--- src/rtl/mem_responder_if.sv ---
// Processor memory bus plus boot-loader stream, grouped for the memory responder.
// The master side is the processor/top level; the slave side is mem_responder.
interface mem_responder_if #(
  parameter int ADDR_WIDTH = 6,
  parameter int DATA_WIDTH = 16
);
  logic                  we;
  logic [ADDR_WIDTH-1:0] addr;
  logic [DATA_WIDTH-1:0] data;
  logic [DATA_WIDTH-1:0] out;
  logic                  ld_valid;
  logic [DATA_WIDTH-1:0] ld_data;
  logic                  ld_ready;
  logic                  cpu_rst_n;
  logic                  load_done;

  modport master (
    output we, addr, data, ld_valid, ld_data,
    input  out, ld_ready, cpu_rst_n, load_done
  );

  modport slave (
    input  we, addr, data, ld_valid, ld_data,
    output out, ld_ready, cpu_rst_n, load_done
  );
endinterface

--- src/rtl/mem_responder.sv ---
// Single-port synchronous RAM with a built-in boot loader: holds the processor in
// reset while a LOAD_WORDS image streams in, then serves 1-cycle-latency bus traffic.
module mem_responder #(
  parameter int ADDR_WIDTH = 6,
  parameter int DATA_WIDTH = 16,
  parameter int LOAD_WORDS = 64
) (
  input  logic                  clk,
  input  logic                  rst,
  mem_responder_if.slave        bus
);
  localparam int DEPTH     = 2 ** ADDR_WIDTH;
  localparam int CNT_WIDTH = $clog2(DEPTH) + 1;
  localparam logic [CNT_WIDTH-1:0] LAST_CNT = CNT_WIDTH'(LOAD_WORDS - 1);

  typedef enum logic {LOAD, RUN} state_t;

  state_t                state;
  state_t                state_next;
  logic [CNT_WIDTH-1:0]  cnt;
  logic [DATA_WIDTH-1:0] mem [DEPTH];
  logic [DATA_WIDTH-1:0] out_q;
  logic                  ld_ready_q;
  logic                  cpu_rst_n_q;
  logic                  load_done_q;
  logic                  accept;
  logic                  last_word;

  assign accept    = (state == LOAD) && ld_ready_q && bus.ld_valid;
  assign last_word = (cnt == LAST_CNT);

  // NOTE: combinational blocks assign every output a default first so no latch is inferred.
  always_comb begin
    state_next = state;
    case (state)
      LOAD:    if (accept && last_word) state_next = RUN;
      RUN:     state_next = RUN;
      default: state_next = LOAD;
    endcase
  end

  // NOTE: sequential state uses non-blocking assignments so all registers update together.
  always_ff @(posedge clk or posedge rst) begin
    if (rst) state <= LOAD;
    else     state <= state_next;
  end

  // Handshake and processor-reset outputs are registered from the next state, so
  // ld_ready appears one edge after reset release and cpu_rst_n rises on the final accept.
  always_ff @(posedge clk or posedge rst) begin
    if (rst) begin
      cnt         <= '0;
      ld_ready_q  <= 1'b0;
      cpu_rst_n_q <= 1'b0;
      load_done_q <= 1'b0;
      out_q       <= '0;
    end else begin
      if (accept) cnt <= last_word ? '0 : cnt + CNT_WIDTH'(1);
      ld_ready_q  <= (state_next == LOAD);
      cpu_rst_n_q <= (state_next == RUN);
      load_done_q <= (state == LOAD) && (state_next == RUN);
      if (state == RUN) out_q <= bus.we ? bus.data : mem[bus.addr];
    end
  end

  // NOTE: the array has no reset so it maps onto RAM and keeps contents across rst.
  always_ff @(posedge clk) begin
    if (accept)                     mem[cnt[ADDR_WIDTH-1:0]] <= bus.ld_data;
    else if (state == RUN && bus.we) mem[bus.addr]           <= bus.data;
  end

  assign bus.out       = out_q;
  assign bus.ld_ready  = ld_ready_q;
  assign bus.cpu_rst_n = cpu_rst_n_q;
  assign bus.load_done = load_done_q;
endmodule

--- src/flat_wrapper.sv ---
// flat-port wrapper written by rule: the top's interface ports become plain ports
module mem_responder_flat 
#(
  parameter int ADDR_WIDTH = 6,
  parameter int DATA_WIDTH = 16,
  parameter int LOAD_WORDS = 64
)
  (clk, rst, bus_we, bus_addr, bus_data, bus_ld_valid, bus_ld_data, bus_out, bus_ld_ready, bus_cpu_rst_n, bus_load_done);
  mem_responder_if #(.ADDR_WIDTH(ADDR_WIDTH), .DATA_WIDTH(DATA_WIDTH)) bus_i ();
  input  logic clk;
  input  logic rst;
  input wire logic [$bits(bus_i.we)-1:0] bus_we;
  input wire logic [$bits(bus_i.addr)-1:0] bus_addr;
  input wire logic [$bits(bus_i.data)-1:0] bus_data;
  input wire logic [$bits(bus_i.ld_valid)-1:0] bus_ld_valid;
  input wire logic [$bits(bus_i.ld_data)-1:0] bus_ld_data;
  output wire logic [$bits(bus_i.out)-1:0] bus_out;
  output wire logic [$bits(bus_i.ld_ready)-1:0] bus_ld_ready;
  output wire logic [$bits(bus_i.cpu_rst_n)-1:0] bus_cpu_rst_n;
  output wire logic [$bits(bus_i.load_done)-1:0] bus_load_done;
  assign bus_i.we = bus_we;
  assign bus_i.addr = bus_addr;
  assign bus_i.data = bus_data;
  assign bus_i.ld_valid = bus_ld_valid;
  assign bus_i.ld_data = bus_ld_data;
  assign bus_out = bus_i.out;
  assign bus_ld_ready = bus_i.ld_ready;
  assign bus_cpu_rst_n = bus_i.cpu_rst_n;
  assign bus_load_done = bus_i.load_done;
  mem_responder #(.ADDR_WIDTH(ADDR_WIDTH), .DATA_WIDTH(DATA_WIDTH), .LOAD_WORDS(LOAD_WORDS)) u_core (.clk(clk), .rst(rst), .bus(bus_i));
endmodule
--- config.mk ---
export PLATFORM = sky130hd
export DESIGN_NAME = mem_responder_flat
export DESIGN_NICKNAME = d
export VERILOG_FILES = /design/src/rtl/mem_responder_if.sv /design/src/rtl/mem_responder.sv /design/src/flat_wrapper.sv
export SDC_FILE = /design/constraint.sdc
export NUM_CORES = 1
export LEC_CHECK = 0
export BUFFER_PORTS_ARGS = -buffer_cell sky130_fd_sc_hd__buf_2
export CORE_ASPECT_RATIO = 1.25
export CORE_MARGIN = 3
export CORE_UTILIZATION = 35
export CTS_CLUSTER_DIAMETER = 50
export CTS_CLUSTER_SIZE = 16
export DETAILED_ROUTE_END_ITERATION = 10
export GPL_TIMING_DRIVEN = 0
export SETUP_SLACK_MARGIN = 0.4
export SYNTH_ARGS = -nofsm -noshare
export SYNTH_HDL_FRONTEND = slang
export SYNTH_SLANG_ARGS = --single-unit
--- constraint.sdc ---
create_clock -name clk -period 3.6 [get_ports clk]
set_input_delay 0.72 -clock clk [delete_from_list [all_inputs] [get_ports clk]]
set_output_delay 0.72 -clock clk [all_outputs]
set_load 0.02 [all_outputs]
Yosys cells after proc, flatten, opt, wreduce, memory -nomap -nowiden
Memories as Yosys holds them, arrays and structs flattened. A register that Yosys moved wholly into a read port is not among the register bits.
Index checks and enable logic that the tools add are counted.
{"block": "classes", "n_reduce_logical": 6, "bitwise_logic": 2, "mux": 11, "eq_ne": 1, "n_addsub": 1}
{"operator": "$mux 16", "count": 1}
{"operator": "$reduce_or 16->1", "count": 1}
{"operator": "$add 7x1->7 const B", "count": 1}
{"operator": "$eq 7x6->1 const B", "count": 1}
{"operator": "$mux 1", "count": 7}
{"operator": "$mux 7", "count": 1}
{"operator": "$mux 6", "count": 1}
{"operator": "$logic_and 1x1->1", "count": 5}
{"operator": "$not 1->1", "count": 2}
{"operator": "$pmux 1 s2", "count": 1}
{"block": "word_totals", "mem_count": 1, "mem_bits_rw": 1024, "register_bits": 10, "elab_cells": 26, "input_bits": 42}
{"memory": "u_core.mem", "depth": 64, "word_bits": 16, "rd": 1, "rd_ports_with_merged_regs": 1, "write_ports": 1, "line": "mem_responder.sv:21", "source": "logic [DATA_WIDTH-1:0] mem [DEPTH];"}

Longest topological paths before layout
{"block": "depth", "ltp_word": 7, "mapped_depth": 9, "ltp_nobuf": 5}

Worst setup path before layout
No wires, ideal clock.
{"block": "synth_path", "path_type": "input to register", "startpoint": "input port bus_addr[1]", "endpoint": "memory u_core.mem[14][0] (enable)", "stages": 8, "setup_ns": 0.389, "t_arrival_ns": 2.698, "setup_slack_ns": 0.514, "path_buffers": 4, "cell_sequence": "clkbuf_1 > buf_2 > buf_2 > buf_2 > nand2_1 > o21ai_0 > nand2_1 > nor2_1"}
{"block": "synth_via", "elab_chain_len": 1}
{"element": "start, declared", "line": "flat_wrapper.sv:13", "source": "input wire logic [$bits(bus_i.addr)-1:0] bus_addr;"}
{"element": "$mux 6 (no line)"}
{"element": "end, declared", "line": "mem_responder.sv:21"}
Every way passes these cells.

==> results by group <==
Timing
  • Max Clk Rate: a little over 300 MHz
  • Worst-Margin Slew: 1.15 ns
  • Setup Viol. Count Final: 0
  • Final worst setup slack: 0.330 ns
  • Slew Limit Fails: 0
  • Final Hold Viols: 0
  • Rel. slew slack: 0.235
  • Setup TNS: 0 ns
  • Final Skew: 0.0328 ns
  • RSZ-0062 raised after global routing: true
  • Final cycle utilization of the critical path: 0.908
  • Minimum clock period: around 3.3 ns

Worst setup path
  • Worst setup SP type: primary input
  • Crit-path max FO: 10
  • Reg2reg setup slack: ~0.43 ns
  • CP Class: in -> reg
  • Required @ worst endpoint: slightly above 4 ns
  • WP data arrival: between 3 and 4 ns
  • Critical path capture point type: flip-flop

Logic synthesis
  • Share of flip-flops with an asynchronous set or reset: 0.0248
  • Count leader, synth: edfxtp_1
  • Top cell type's share of synthesized area: 0.754
  • Dominant synthesized flop cell: edfxtp_1
  • Largest cells by area after synthesis: edfxtp_1 75%, mux4_2 14%, mux2i_1 2.4%, dfrtp_1 1.6%, nand2_1 0.98%
  • Seq cells post-synth: 1050
  • YS warnings: 0
  • Post-synth cell types: a little under 50
  • Synthesized area per cell: ~21 µm²
  • Syn nets: 1955
  • Register area share after synthesis: 0.770
  • Post-synth EDFFs: about 1000
  • Most frequent cells after synthesis: 1024 x edfxtp_1, 248 x mux4_2, 106 x nand2_1, 106 x nor2_1, 98 x mux2i_1
  • Synth Instances: 1912
  • Largest area contributor in the netlist: edfxtp_1
  • Synthesized area: approximately 0.041 mm²

Floorplan
  • Initial core utilization: 0.353
  • Die W: around 310 µm
  • Rows: ~140
  • Die footprint: between 0.1 and 0.15 mm²
  • IO Pins: 61
  • Core box area: around 0.12 mm²
  • Die Y: 388 µm

GRT
  • Vias in the first global route: approximately 21000
  • GRT Total Usage: 0.183
  • Global-route wire length before repair: roughly 160000 µm
  • Initial antenna violation count: 6
  • Largest net degree at the start of global routing: 65
  • Grt ovf: 0

Layout
  • Final Util: 0.410
  • Nets: 2176
  • Layout cells sized above 1: 0.306
  • Layout area overhead: 15.9%

Job
  • Number of max-cap violations: 0

Drt
  • Vias per inst: 5.41
  • WL per Instance: 29.7 µm
  • TritonRoute pass-1 iters: 6
  • DRT iter0 DRCs: between 2000 and 3000
  • DRT antenna net count: 0
  • DRC: 0
  • Final wirelength: 111000 µm
  • Vias: 20200

Clock tree
  • Root Driver: clkbuf_16
  • CTS tree: built
  • Clock latency on the worst-skew pair: approximately 0.66 ns
  • CTS sink cnt: about 1100
  • CTS Buffer Depth: 3
  • Total CTS buffers: 81
  • H-tree depth: 3
  • Clock transition at path regs: 0.07 ns

Status
  • Status: finished clean

Place
  • PortBufs: between 50 and 60
  • Place WS: -1.06 ns
  • Final Wtd Congestion: between 1 and 1.5
  • Final HPWL DP: 76600 µm

Min path
  • Min-Delay Path Class: in -> async

Power and ir drop
  • Total power: 0.0254 W
  • Power Density: between 500 and 600 mW/mm²
  • Leakage: ~15 nW
  • Maximum vdd drop: approximately 330 µV
[worst max-delay path, stage by stage]
cell and delay [ns]:
buf_2 0.21, buf_2 0.32, clkdlybuf4s15_2 0.57, buf_4 0.37, mux2i_1 0.39, nor2_1 0.12, nor4b_1 0.88, nand3_1 0.14
[power breakdown]
group          internal, W  switching [W]
clock network      0.00433        0.00414
registers           0.0139       0.000225
logic             0.000857        0.00189
total               0.0191        0.00625
[area by class of cell]
| cell class | instances | area, µm² |
|---|---|---|
| Clock buffer | 101 | 2200 |
| Multi-Input combinational cell | 755 | 9400 |
| Inverter | 6 | 22.5 |
| Tap cell | 1551 | 1940 |
| Timing Repair Buffer | 138 | 1570 |
| Buffer | 101 | 543 |
| Sequential cell | 1050 | 31400 |
| Antenna cell | 3 | 7.51 |
| Clock inverter | 22 | 155 |
| Fill cell | 10000 | 68100 |
[layer usage]
layer | track usage | vias to the layer above | share of wire
li1 | - | 8339 | -
met3 | 0.0381 | 156 | 0.080
met1 | 0.229 | 10800 | 0.38
met5 | 0 | - | 0.00012
met2 | 0.313 | 908 | 0.51
met4 | 0.0673 | 2 | 0.038
[timing repair]
action                     4_1_cts  5_1_grt
setup endpoints to repair     1299      656
setup buffers                   12        4
pin swaps                       12        4
hold buffers                     0        0
resized for setup               60       29
[layout by cell type, fill, tap and decap left out, types with 13 or more instances in the layout]
master,count
a21oi_1,21
mux4_2,248
clkbuf_1,54
nand2_1,80
edfxtp_1,1024
buf_6,15
mux2_2,13
nand3_1,13
mux2i_1,97
nor2_4,44
buf_2,86
nor2_2,20
nor2b_1,15
a22oi_1,40
buf_4,15
nand2_2,15
buf_8,45
buf_12,25
nor2_1,42
clkbuf_16,85
dfrtp_1,26
[through the flow]
step	hold slack (ns)	std cells	area, µm²
floorplan	0.458	1912	40800
global placement	0.491	3520	43000
detailed placement	0.507	3585	44200
CTS	0.338	3720	47100
global route	0.412	3724	47200
finish	0.343	3727	47200
[sequential cells by signal, summed over array words and instances, names as in the netlist]
register	cells
u_core.mem	1024
u_core.bus.out	16
u_core.cnt	7
u_core.bus.ld_ready	1
u_core.bus.load_done	1
u_core.state	1
[cells by family (layout without fill, tap and decap cells)]
kind of cell,Yosys count,count (layout),share of synthesized area
flops,1050,1050,0.770
mux,360,360,0.165
simple gates,275,275,0.0297
compound gates,115,115,0.0204
buf+inv,107,368,0.0131
xor+xnor,4,4,0.000860
fa+ha+maj,1,1,0.000307
other cells,0,3,0
[path summary, 6_finish.rpt]
path	from	to	cells after the start
worst max register to register	u_core.state	u_core.mem[56][1]	7
worst min register to register	u_core.cnt[6]	u_core.cnt[6]	1
worst min-delay path	rst	u_core.bus.load_done	2
max in group asynchronous	rst	u_core.bus.out[4]	2
min in group clk	bus_data[14]	u_core.bus.out[14]	3
worst max-delay path	bus_addr[2]	u_core.bus.out[5]	8
No activity file was read; power rests on OpenSTA's default activity.
